--- config.mk ---
export PLATFORM = sky130hd
export DESIGN_NAME = mem_ctrl_flat
export DESIGN_NICKNAME = d
export VERILOG_FILES = /design/src/rtl/mem_ctrl_pkg.sv /design/src/rtl/mem_ctrl_if.sv /design/src/rtl/mem_ctrl.sv /design/src/flat_wrapper.sv
export SDC_FILE = /design/constraint.sdc
export NUM_CORES = 1
export LEC_CHECK = 0
export CAP_MARGIN = 20
export CORE_MARGIN = 5
export CORE_UTILIZATION = 55
export DETAILED_ROUTE_END_ITERATION = 6
export HOLD_SLACK_MARGIN = 0.15
export PLACE_DENSITY = 0.85
export SYNTH_ARGS = -nofsm -noshare
export SYNTH_HDL_FRONTEND = slang
export SYNTH_SLANG_ARGS = --single-unit
export TNS_END_PERCENT = 10
--- constraint.sdc ---
create_clock -name clk_in -period 11.6 [get_ports clk_in]
set_input_delay 1.16 -clock clk_in [delete_from_list [all_inputs] [get_ports clk_in]]
set_output_delay 1.16 -clock clk_in [all_outputs]
set_load 0.03 [all_outputs]
--- src/rtl/mem_ctrl_pkg.sv ---
// Shared constants and helpers for the byte-wide RAM port controller.
package mem_ctrl_pkg;

  localparam logic [2:0] MemIdle  = 3'd0;
  localparam logic [2:0] MemIfRd  = 3'd1;
  localparam logic [2:0] MemMemRd = 3'd2;
  localparam logic [2:0] MemMemWr = 3'd3;
  localparam logic [2:0] MemDone  = 3'd4;

  localparam logic [1:0] LenByte = 2'b00;
  localparam logic [1:0] LenHalf = 2'b01;
  localparam logic [1:0] LenWord = 2'b10;

  localparam logic RamWrite = 1'b1;
  localparam logic RamRead  = 1'b0;

  localparam logic [31:0] ZeroWord = 32'h0000_0000;

  typedef enum logic {
    SrcIf  = 1'b0,
    SrcMem = 1'b1
  } req_src_e;

  // Everything about the accepted request except its address.
  typedef struct packed {
    req_src_e    src;
    logic        we;
    logic [2:0]  nbytes;
    logic [31:0] wdata;
  } req_info_t;

  function automatic logic [2:0] len_to_bytes(input logic [1:0] len);
    case (len)
      LenByte:        return 3'd1;
      LenHalf:        return 3'd2;
      LenWord, 2'b11: return 3'd4;
      default:        return 3'd4;
    endcase
  endfunction

  function automatic logic [7:0] byte_of(input logic [31:0] w, input logic [1:0] idx);
    return w[{idx, 3'b000} +: 8];
  endfunction

endpackage

--- src/rtl/mem_ctrl_if.sv ---
// Request/response and RAM bus bundle for mem_ctrl.
interface mem_ctrl_if #(
  parameter int ADDR_WIDTH = 32
);

  logic                  if_req;
  logic [ADDR_WIDTH-1:0] if_addr;
  logic [31:0]           if_data;
  logic                  if_done;

  logic                  mem_req;
  logic                  mem_we;
  logic [1:0]            mem_len;
  logic [ADDR_WIDTH-1:0] mem_addr;
  logic [31:0]           mem_wdata;
  logic [31:0]           mem_rdata;
  logic                  mem_done;

  logic [7:0]            ram_din;
  logic [7:0]            ram_dout;
  logic [ADDR_WIDTH-1:0] ram_a;
  logic                  ram_wr;

  modport slave (
    input  if_req, if_addr, mem_req, mem_we, mem_len, mem_addr, mem_wdata, ram_din,
    output if_data, if_done, mem_rdata, mem_done, ram_dout, ram_a, ram_wr
  );

  modport master (
    output if_req, if_addr, mem_req, mem_we, mem_len, mem_addr, mem_wdata, ram_din,
    input  if_data, if_done, mem_rdata, mem_done, ram_dout, ram_a, ram_wr
  );

endinterface

--- src/rtl/mem_ctrl.sv ---
// Arbitrates IF and MEM onto one byte-wide RAM port (MEM first), splits accesses
// into byte transactions and returns little-endian read data with a done pulse.
module mem_ctrl
  import mem_ctrl_pkg::*;
#(
  parameter int ADDR_WIDTH = 32
) (
  input  logic       clk_in,
  input  logic       rst_in,
  input  logic       rdy_in,
  input  logic       branch_flag_in,
  mem_ctrl_if.slave  bus
);

  logic [2:0]            state;
  logic [2:0]            cnt;
  logic [2:0]            cnt_inc;
  req_info_t             req;
  logic [ADDR_WIDTH-1:0] base_addr;
  logic [ADDR_WIDTH-1:0] next_addr;
  logic [ADDR_WIDTH-1:0] ram_a_q;
  logic [7:0]            ram_dout_q;
  logic                  ram_wr_q;
  logic [31:0]           rbuf;
  logic [31:0]           next_buf;
  logic [31:0]           if_data_q;
  logic [31:0]           mem_rdata_q;
  logic                  if_done_q;
  logic                  mem_done_q;

  assign cnt_inc   = cnt + 3'd1;
  assign next_addr = base_addr + ADDR_WIDTH'(cnt_inc);

  // The byte on ram_din belongs to the address issued one cycle earlier (index cnt-1).
  always_comb begin
    next_buf = rbuf;
    case (cnt)
      3'd1:    next_buf[7:0]   = bus.ram_din;
      3'd2:    next_buf[15:8]  = bus.ram_din;
      3'd3:    next_buf[23:16] = bus.ram_din;
      3'd4:    next_buf[31:24] = bus.ram_din;
      default: next_buf        = rbuf;
    endcase
  end

  always_ff @(posedge clk_in or posedge rst_in) begin
    if (rst_in) begin
      state       <= MemIdle;
      cnt         <= 3'd0;
      req         <= '0;
      base_addr   <= '0;
      ram_a_q     <= '0;
      ram_dout_q  <= 8'h00;
      ram_wr_q    <= RamRead;
      rbuf        <= ZeroWord;
      if_data_q   <= ZeroWord;
      mem_rdata_q <= ZeroWord;
      if_done_q   <= 1'b0;
      mem_done_q  <= 1'b0;
    end else if (rdy_in) begin
      if_done_q  <= 1'b0;
      mem_done_q <= 1'b0;
      case (state)
        MemIdle: begin
          cnt      <= 3'd0;
          ram_a_q  <= '0;
          ram_wr_q <= RamRead;
          if (bus.mem_req) begin
            req       <= '{src: SrcMem, we: bus.mem_we,
                           nbytes: len_to_bytes(bus.mem_len), wdata: bus.mem_wdata};
            base_addr <= bus.mem_addr;
            ram_a_q   <= bus.mem_addr;
            rbuf      <= ZeroWord;
            if (bus.mem_we) begin
              state      <= MemMemWr;
              ram_wr_q   <= RamWrite;
              ram_dout_q <= bus.mem_wdata[7:0];
            end else begin
              state <= MemMemRd;
            end
          end else if (bus.if_req && !branch_flag_in) begin
            req       <= '{src: SrcIf, we: 1'b0, nbytes: 3'd4, wdata: ZeroWord};
            base_addr <= bus.if_addr;
            ram_a_q   <= bus.if_addr;
            rbuf      <= ZeroWord;
            state     <= MemIfRd;
          end
        end

        // Read states run n+1 cycles: n address cycles overlapped with n capture cycles.
        MemIfRd, MemMemRd: begin
          if (state == MemIfRd && branch_flag_in) begin
            state   <= MemIdle;
            cnt     <= 3'd0;
            ram_a_q <= '0;
          end else begin
            if (cnt != 3'd0) begin
              rbuf <= next_buf;
            end
            if (cnt == req.nbytes) begin
              state   <= MemDone;
              cnt     <= 3'd0;
              ram_a_q <= '0;
              if (req.src == SrcIf) begin
                if_data_q <= next_buf;
                if_done_q <= 1'b1;
              end else begin
                mem_rdata_q <= next_buf;
                mem_done_q  <= 1'b1;
              end
            end else begin
              cnt     <= cnt_inc;
              ram_a_q <= (cnt_inc < req.nbytes) ? next_addr : '0;
            end
          end
        end

        MemMemWr: begin
          if (cnt_inc == req.nbytes) begin
            state      <= MemDone;
            cnt        <= 3'd0;
            ram_a_q    <= '0;
            ram_dout_q <= 8'h00;
            ram_wr_q   <= RamRead;
            mem_done_q <= 1'b1;
          end else begin
            cnt        <= cnt_inc;
            ram_a_q    <= next_addr;
            ram_dout_q <= byte_of(req.wdata, cnt_inc[1:0]);
          end
        end

        MemDone: begin
          state <= MemIdle;
        end

        default: begin
          state    <= MemIdle;
          cnt      <= 3'd0;
          ram_a_q  <= '0;
          ram_wr_q <= RamRead;
        end
      endcase
    end
  end

  // A frozen pipeline must never repeat a write, so the strobe is gated live.
  assign bus.ram_wr    = ram_wr_q & rdy_in;
  assign bus.ram_a     = ram_a_q;
  assign bus.ram_dout  = ram_dout_q;
  assign bus.if_data   = if_data_q;
  assign bus.if_done   = if_done_q;
  assign bus.mem_rdata = mem_rdata_q;
  assign bus.mem_done  = mem_done_q;

endmodule
--- src/flat_wrapper.sv ---
// flat-port wrapper written by rule: the top's interface ports become plain ports
module mem_ctrl_flat import mem_ctrl_pkg::*;
#(
  parameter int ADDR_WIDTH = 32
)
  (clk_in, rst_in, rdy_in, branch_flag_in, bus_if_req, bus_if_addr, bus_mem_req, bus_mem_we, bus_mem_len, bus_mem_addr, bus_mem_wdata, bus_ram_din, bus_if_data, bus_if_done, bus_mem_rdata, bus_mem_done, bus_ram_dout, bus_ram_a, bus_ram_wr);
  mem_ctrl_if #(.ADDR_WIDTH(ADDR_WIDTH)) bus_i ();
  input  logic clk_in;
  input  logic rst_in;
  input  logic rdy_in;
  input  logic branch_flag_in;
  input wire logic [$bits(bus_i.if_req)-1:0] bus_if_req;
  input wire logic [$bits(bus_i.if_addr)-1:0] bus_if_addr;
  input wire logic [$bits(bus_i.mem_req)-1:0] bus_mem_req;
  input wire logic [$bits(bus_i.mem_we)-1:0] bus_mem_we;
  input wire logic [$bits(bus_i.mem_len)-1:0] bus_mem_len;
  input wire logic [$bits(bus_i.mem_addr)-1:0] bus_mem_addr;
  input wire logic [$bits(bus_i.mem_wdata)-1:0] bus_mem_wdata;
  input wire logic [$bits(bus_i.ram_din)-1:0] bus_ram_din;
  output wire logic [$bits(bus_i.if_data)-1:0] bus_if_data;
  output wire logic [$bits(bus_i.if_done)-1:0] bus_if_done;
  output wire logic [$bits(bus_i.mem_rdata)-1:0] bus_mem_rdata;
  output wire logic [$bits(bus_i.mem_done)-1:0] bus_mem_done;
  output wire logic [$bits(bus_i.ram_dout)-1:0] bus_ram_dout;
  output wire logic [$bits(bus_i.ram_a)-1:0] bus_ram_a;
  output wire logic [$bits(bus_i.ram_wr)-1:0] bus_ram_wr;
  assign bus_i.if_req = bus_if_req;
  assign bus_i.if_addr = bus_if_addr;
  assign bus_i.mem_req = bus_mem_req;
  assign bus_i.mem_we = bus_mem_we;
  assign bus_i.mem_len = bus_mem_len;
  assign bus_i.mem_addr = bus_mem_addr;
  assign bus_i.mem_wdata = bus_mem_wdata;
  assign bus_i.ram_din = bus_ram_din;
  assign bus_if_data = bus_i.if_data;
  assign bus_if_done = bus_i.if_done;
  assign bus_mem_rdata = bus_i.mem_rdata;
  assign bus_mem_done = bus_i.mem_done;
  assign bus_ram_dout = bus_i.ram_dout;
  assign bus_ram_a = bus_i.ram_a;
  assign bus_ram_wr = bus_i.ram_wr;
  mem_ctrl #(.ADDR_WIDTH(ADDR_WIDTH)) u_core (.clk_in(clk_in), .rst_in(rst_in), .rdy_in(rdy_in), .branch_flag_in(branch_flag_in), .bus(bus_i));
endmodule
==> results of run 1 <==
-- registers in the layout, indices dropped and copies added (netlist names) --
| register | cells |
|---|---|
| u_core.bus.mem_rdata | 32 |
| u_core.req | 36 |
| u_core.bus.ram_a | 32 |
| u_core.cnt | 3 |
| u_core.bus.mem_done | 1 |
| u_core.rbuf | 32 |
| u_core.base_addr | 32 |
| u_core.ram_wr_q | 1 |
| u_core.bus.if_done | 1 |
| u_core.bus.ram_dout | 8 |
| u_core.state | 3 |
| u_core.bus.if_data | 32 |
-- path summary, 6_finish.rpt --
check	end	cells after the start	slack (ps)	startpoint
max in group asynchronous	u_core.base_addr[12]$_DFFE_PP0P_	3	9570	rst_in
hold / removal	u_core.bus.mem_rdata[15]$_DFFE_PP0P_	2	480	u_core.bus.mem_rdata[15]$_DFFE_PP0P_
hold reg to reg	u_core.bus.mem_rdata[15]$_DFFE_PP0P_	2	480	u_core.bus.mem_rdata[15]$_DFFE_PP0P_
setup reg to reg	u_core.bus.ram_a[4]$_DFFE_PP0P_	8	7660	u_core.cnt[0]$_DFFE_PP0P_
setup / recovery	bus_ram_wr	3	7600	rdy_in
min in group asynchronous	u_core.bus.ram_dout[0]$_DFFE_PP0P_	2	1000	rst_in
-- per-layer routing --
metal | up-vias | GRT usage | share of wire
li1 | 3611 | - | -
met4 | 2 | 0.0748 | 0.024
met1 | 3938 | 0.354 | 0.41
met3 | 43 | 0.0466 | 0.086
met2 | 416 | 0.412 | 0.48
met5 | - | 0 | 0.00041
-- kinds of logic (layout without fill, tap and decap cells) --
family,Yosys count,count (layout),synth area share
fa+ha+maj,12,12,0.0161
buf+inv,87,281,0.0402
compound gates,288,288,0.213
xor+xnor,28,28,0.0250
mux,52,52,0.0635
other cells,0,1,0
flops,213,213,0.544
simple gates,208,208,0.0986
-- final cells by class --
class | instances | share of cell area
clock inverters | 6 | 0.00657
multi-input cells | 588 | 0.321
flip-flops and latches | 213 | 0.418
diodes | 1 | 0.000196
clock buffers | 30 | 0.0478
repair buffers | 228 | 0.179
inverters | 17 | 0.00559
well taps | 225 | 0.0221
-- cells in the mapped netlist (2+ instances only) --
library cell    n
mux2_2          2
o31a_1          3
nor2b_1         7
dfrtp_1       213
a221o_1        27
nand4_1         7
o21ai_0        79
nand3_1         8
mux4_2          8
o41ai_1         2
buf_2          12
and4_1          4
nor3b_1         2
inv_1          17
o21ai_1         4
nor4_1          5
a22o_1         65
xor2_1         20
buf_1          12
clkbuf_1       39
mux2i_1        42
a22oi_1        35
nor2_1         52
nor3b_2         2
nand2_1        90
nor3_1         13
buf_6           7
and3_1          6
a21o_1         32
and2_1          3
xnor2_1         8
a21oi_1        25
o31ai_1         2
ha_1           11
-- power by group through the flow --
stage          Combinational, mW  Clock (mW)  Sequential, mW
5_1_grt                    0.996       0.727            1.11
4_1_cts                    0.927       0.696            1.08
3_5_place_dp               0.917           0            1.09
6_report                   0.925       0.690            1.09
2_1_floorplan              0.508           0            1.17
3_3_place_gp               0.894           0            1.08
-- layout by cell type, fill, tap and decap left out, types with 6 or more instances in the layout --
master           instances
clkdlybuf4s50_1        218
dfrtp_1                213
nand2_1                 90
o21ai_0                 79
a22o_1                  65
nor2_1                  52
mux2i_1                 42
a22oi_1                 35
a21o_1                  32
a221o_1                 27
a21oi_1                 25
clkbuf_16               21
xor2_1                  20
inv_1                   16
nor3_1                  13
ha_1                    11
nand3_1                  8
xnor2_1                  8
mux4_2                   8
nand4_1                  7
nor2b_1                  7
buf_4                    7
and3_1                   6
-- tightest hold or removal path, cell delays in order, from the launching register on --
cell	delay [ps]
dfrtp_1	340
nand2_1	50
o21ai_0	60
==> impl_metrics.csv, run 1 <==
group,metric,value,unit
route,post_drt_wl_per_cell,20.4,um
worst_setup_path,cp.arrival,2840,ps
placed_design,gpl.final_weighted_congestion,0.852,
worst_setup_path,critPathMostFrequentCell,"clkdlybuf4s50_1",
worst_setup_path,largest_fanout_of_any_net_on_the_critical_path,11,
route,drcViolationCount,0,
power_and_ir_drop,p_clk_frac,0.255,
cells_and_area,register_area,5330,sq um
route,vias,8010,
sta,final_hold_viol_count,0,
die,die_h,144,um
cells_and_area,layout.cell_area.non_filler,12800,sq um
synth,synth-seq-area-share,0.544,
placed_design,worst_setup_slack_post_dpl,7600,ps
power_and_ir_drop,pwr-share-comb,0.342,
route,vias_per_cell,6.12,
clock_tree,cts_repair_resize_count,0,
power_and_ir_drop,power.share.switching,0.354,
clock_tree,clock_sink_count,213,
grt,first_pass_grt_wire_length,42.1,mm
synth,synthesis.nets,1013,
sta,final_report_max_slew_violation_count,0,
die,die-width,144,um
placed_design,placed_cells,1268,
worst_setup_path,critPathSlowestCell,"clkdlybuf4s50_1",
sta,clock_skew,15.8,ps
synth,synth_warnings,0,
power_and_ir_drop,internal_power,1.75,mW
clock_tree,tritoncts,"done",
cells_and_area,layout.filler_cells,1180,
placed_design,place.port_buffers,219,
synth,yosys_most_used_dff,"dfrtp_1",
clock_tree,cts_hold_buf,0,
sta,slew_headroom,0.236,
sta,finalSetupViolations,0,
cells_and_area,multi_input_area,4100,sq um
synth,synthDominantCellAreaShare,0.544,
cells_and_area,finished_core_util,0.733,
cells_and_area,drive_above_1_share,0.0610,
die,dieArea,20600,sq um
clock_tree,cts_root_buffer,"clkbuf_16",
outcome,outcome,"finished clean",
synth,synth.ff_latch_count,213,
die,start_util,0.563,
sta,setup_repair_after_global_routing_missed_its_margin,"false",
grt,gr-usage-all-layers,0.254,
synth,synth_edf_count,0,
synth,syn-instance-count,888,
power_and_ir_drop,vdd_drop_max,134,uV
clock_tree,numCtsBuffers,21,
sta,tightestPinTransition,1140,ps
worst_setup_path,worstPathBufferInverterCount,2,
route,drt_wl_total,26.7,mm
min_path,holdCritPathClass,"reg -> reg",
cells_and_area,finalNetCount,1194,
sta,finalHoldWorstSlack,479,ps
power_and_ir_drop,pwr-share-seq,0.403,
clock_tree,ctsHtreeMaxLevel,1,
placed_design,dp_hpwl,17.8,mm
clock_tree,cts-root-to-sink-buffers,3,
synth,post_synth_main_area_contributors,"dfrtp_1 (54%), a22o_1 (5.8%), mux2i_1 (4.3%)",
synth,yosysUniqueCellTypes,58,
power_and_ir_drop,cellPowerDensity,212,nW/um^2
cells_and_area,finalNonFillerCells,1308,
grt,pin_count_of_the_biggest_net_entering_global_routing,150,
power_and_ir_drop,leakage,5.70,nW
placed_design,placedInstanceArea,12000,sq um
grt,grt_antenna_before_repair,2,
die,rows,48,
die,io_pins,220,
cells_and_area,flow.area_growth_from_synthesis,30.1,%
grt,grt_remaining_overflow,0,
route,antenna_violating_nets_post_route,0,
worst_setup_path,worst_ep_required_time,10440,ps
worst_setup_path,critical_path_end_type,"output pin",
sta,fmaxAchievable,250,MHz
worst_setup_path,cp_cell_sequence,"clkdlybuf4s50_1 -> and2_1 -> clkdlybuf4s50_1",
synth,synth_area_per_cell,11.0,sq um
sta,finalCriticalPeriod,4000,ps
clock_tree,number_of_setup_buffers_added_after_cts,0,
die,core_area,17400,sq um
clock_tree,worst_setup_hold_path_clk_slew,60,ps
sta,aggregate_negative_setup_slack,0,ps
sta,layout_setup_ws,7600,ps
worst_setup_path,critPathKind,"in -> out",
synth,post-synth-top-area-cell,"dfrtp_1",
power_and_ir_drop,sw_pwr,957,uW
worst_setup_path,critPathTopFamily,"buffers and inverters",
synth,syn-cell-area,9810,sq um
clock_tree,worst_skew_pair_latency,510,ps
worst_setup_path,crit_path_max_incr_delay,810,ps
grt,grt_pass1_vias,7992,
run,timing.max_cap.violations,0,
sta,finalCritPeriodShare,0.345,
worst_setup_path,sort_of_element_at_the_start_of_the_critical_path,"input port",
route,drtPass1Iterations,6,
synth,async_flop_share,1.00,
route,drt_first_iter_violations,638,
power_and_ir_drop,total_power,2.71,mW
Note: power is estimated with default switching activity, not from simulation.
==> inputs of run 2 (changes only) <==
--- a/config.mk
+++ b/config.mk
@@ -7,10 +7,10 @@
 export LEC_CHECK = 0
 export CAP_MARGIN = 20
 export CORE_MARGIN = 5
-export CORE_UTILIZATION = 55
+export CORE_UTILIZATION = 46
 export DETAILED_ROUTE_END_ITERATION = 6
 export HOLD_SLACK_MARGIN = 0.15
-export PLACE_DENSITY = 0.85
+export PLACE_DENSITY = 0.76
 export SYNTH_ARGS = -nofsm -noshare
 export SYNTH_HDL_FRONTEND = slang
 export SYNTH_SLANG_ARGS = --single-unit
==> constraint.sdc (replaced) <==
create_clock -name clk_in -period 3.3 [get_ports clk_in]
set_input_delay 0.33 -clock clk_in [delete_from_list [all_inputs] [get_ports clk_in]]
set_output_delay 0.33 -clock clk_in [all_outputs]
set_load 0.03 [all_outputs]
==> run 2 against run 1 <==
Against the previous run: total power grew to 3.5 times the previous value; highest routed layer is now met4; cell count is 4.9% higher; sequential share of layout area is 0.77 points lower; routed wire length is 0.97% lower; die area is 18% higher.
==> impl_metrics.csv, run 2 (same netlist as run 1, synthesis figures left out) <==
group,metric,value,unit
outcome,outcome,"finished clean",
die,die_h,156,um
cells_and_area,flow.area_growth_from_synthesis,32.6,%
power_and_ir_drop,cellPowerDensity,739,nW/um^2
run,timing.max_cap.violations,0,
worst_setup_path,sort_of_element_at_the_start_of_the_critical_path,"register",
worst_setup_path,worstRegToRegCells,10,
die,rows,53,
route,drt_first_iter_violations,575,
cells_and_area,layout.filler_cells,1693,
worst_setup_path,critical_path_end_type,"register",
clock_tree,worst_skew_pair_latency,490,ps
worst_setup_path,timing.rr.end,"u_core.req[34]$_DFFE_PP0P_",
clock_tree,number_of_setup_buffers_added_after_cts,0,
grt,first_pass_grt_wire_length,42.0,mm
grt,grt_remaining_overflow,0,
cells_and_area,regMostFlops,"u_core.req",
cells_and_area,multi_input_area,4100,sq um
worst_setup_path,cp.arrival,3250,ps
clock_tree,cts_hold_buf,0,
route,vias,7788,
die,start_util,0.466,
sta,aggregate_negative_setup_slack,0,ps
clock_tree,numCtsBuffers,22,
cells_and_area,layout.cells.most_common,"clkdlybuf4s50_1",
placed_design,placedInstanceArea,12300,sq um
sta,clock_skew,7.16,ps
min_path,holdCritPathClass,"in -> async",
cells_and_area,finalNonFillerCells,1372,
worst_setup_path,worst-r2r-setup-slack,390,ps
die,io_pins,220,
clock_tree,ctsHtreeMaxLevel,1,
sta,finalCritPeriodShare,0.883,
worst_setup_path,largest_fanout_of_any_net_on_the_critical_path,36,
placed_design,place.port_buffers,219,
die,die-width,156,um
die,core_area,21000,sq um
route,vias_per_cell,5.68,
sta,slew_headroom,0.513,
die,dieArea,24300,sq um
worst_setup_path,worst_ep_required_time,3630,ps
sta,final_hold_viol_count,0,
cells_and_area,largest_register_ff_count,36,
clock_tree,worst_setup_hold_path_clk_slew,60,ps
cells_and_area,finished_core_util,0.618,
sta,final_report_max_slew_violation_count,0,
clock_tree,cts_root_buffer,"clkbuf_16",
sta,setup_repair_after_global_routing_missed_its_margin,"false",
cells_and_area,drive_above_1_share,0.0729,
route,drtPass1Iterations,4,
clock_tree,tritoncts,"done",
worst_setup_path,worst_r2r_startpoint,"u_core.cnt[0]$_DFFE_PP0P_",
sta,fmaxAchievable,343,MHz
clock_tree,cts_repair_resize_count,0,
sta,finalCriticalPeriod,2910,ps
placed_design,placed_cells,1336,
cells_and_area,register_area,5330,sq um
route,post_drt_wl_per_cell,19.3,um
sta,tightestPinTransition,730,ps
sta,finalSetupViolations,0,
sta,layout_setup_ws,386,ps
worst_setup_path,critPathKind,"reg -> reg",
cells_and_area,diodes,0,
clock_tree,cts-root-to-sink-buffers,3,
worst_setup_path,crit_path_start,"u_core.cnt[0]$_DFFE_PP0P_",
route,antenna_violating_nets_post_route,0,
worst_setup_path,crit_end,"u_core.req[34]$_DFFE_PP0P_",
power_and_ir_drop,vdd_drop_max,373,uV
placed_design,dp_hpwl,18.8,mm
grt,gr-usage-all-layers,0.211,
placed_design,worst_setup_slack_post_dpl,432,ps
power_and_ir_drop,total_power,9.60,mW
route,drt_wl_total,26.4,mm
grt,pin_count_of_the_biggest_net_entering_global_routing,66,
grt,grt_pass1_vias,7711,
placed_design,gpl.final_weighted_congestion,0.826,
route,drcViolationCount,0,
sta,finalHoldWorstSlack,176,ps
cells_and_area,layout.cell_area.non_filler,13000,sq um
clock_tree,clock_sink_count,213,
cells_and_area,most-common-layout-cells,"clkdlybuf4s50_1 (218), dfrtp_1 (213), nand2_1 (90), o21ai_0 (79), a22o_1 (65)",
power_and_ir_drop,leakage,5.80,nW
grt,grt_antenna_before_repair,0,
cells_and_area,finalNetCount,1211,
## run 2: changes by cell type in the layout (fill, tap and decap cells not counted), sizes merged
cell / delta
clkinv: -1
clkinvlp: +1
diode: -1
buf: +16
inv: -2
clkbuf: +1
## run 2: worst min-delay path by stage
stage	endpoint	slack [ps]	startpoint
after floorplan	u_core.req[32]$_DFFE_PP0P_	430	bus_mem_len[0]
after global placement	u_core.bus.if_data[7]$_DFFE_PP0P_	460	u_core.bus.if_data[7]$_DFFE_PP0P_
after detailed placement	u_core.bus.mem_rdata[14]$_DFFE_PP0P_	470	u_core.bus.mem_rdata[14]$_DFFE_PP0P_
after CTS	u_core.state[0]$_DFFE_PP0P_	330	bus_mem_req
after global routing	u_core.bus.mem_rdata[4]$_DFFE_PP0P_	180	rst_in
final	u_core.bus.if_data[2]$_DFFE_PP0P_	180	rst_in
## run 2: power breakdown
part	total (mW)	switching [mW]	internal [mW]
Combinational	3.34	1.82	1.52
Clock	2.46	0.974	1.48
Sequential	3.81	0.563	3.24
Total	9.60	3.36	6.25
## run 2: metal layers
layer,up-vias,track usage,share of wire
met4,0,0.0500,0.017
li1,3638,-,-
met3,32,0.0319,0.063
met1,3844,0.300,0.44
met2,274,0.343,0.48
met5,-,0,0
## run 2: critical path: stages, from the launching register on
cell,delay (ps)
dfrtp_1,370
buf_4,220
inv_1,110
ha_1,390
ha_1,330
nand3_1,100
nor2b_1,200
a211o_2,390
nor2_4,130
buf_4,350
a22oi_1,160
## run 2: cell type report
| class | count | share of cell area |
|---|---|---|
| sequential | 213 | 0.410 |
| multi-input combinational | 588 | 0.316 |
| timing repair buffer | 244 | 0.188 |
| clock buffer | 31 | 0.0489 |
| tap | 275 | 0.0265 |
| clock inverter | 4 | 0.00539 |
| inverter | 17 | 0.00520 |
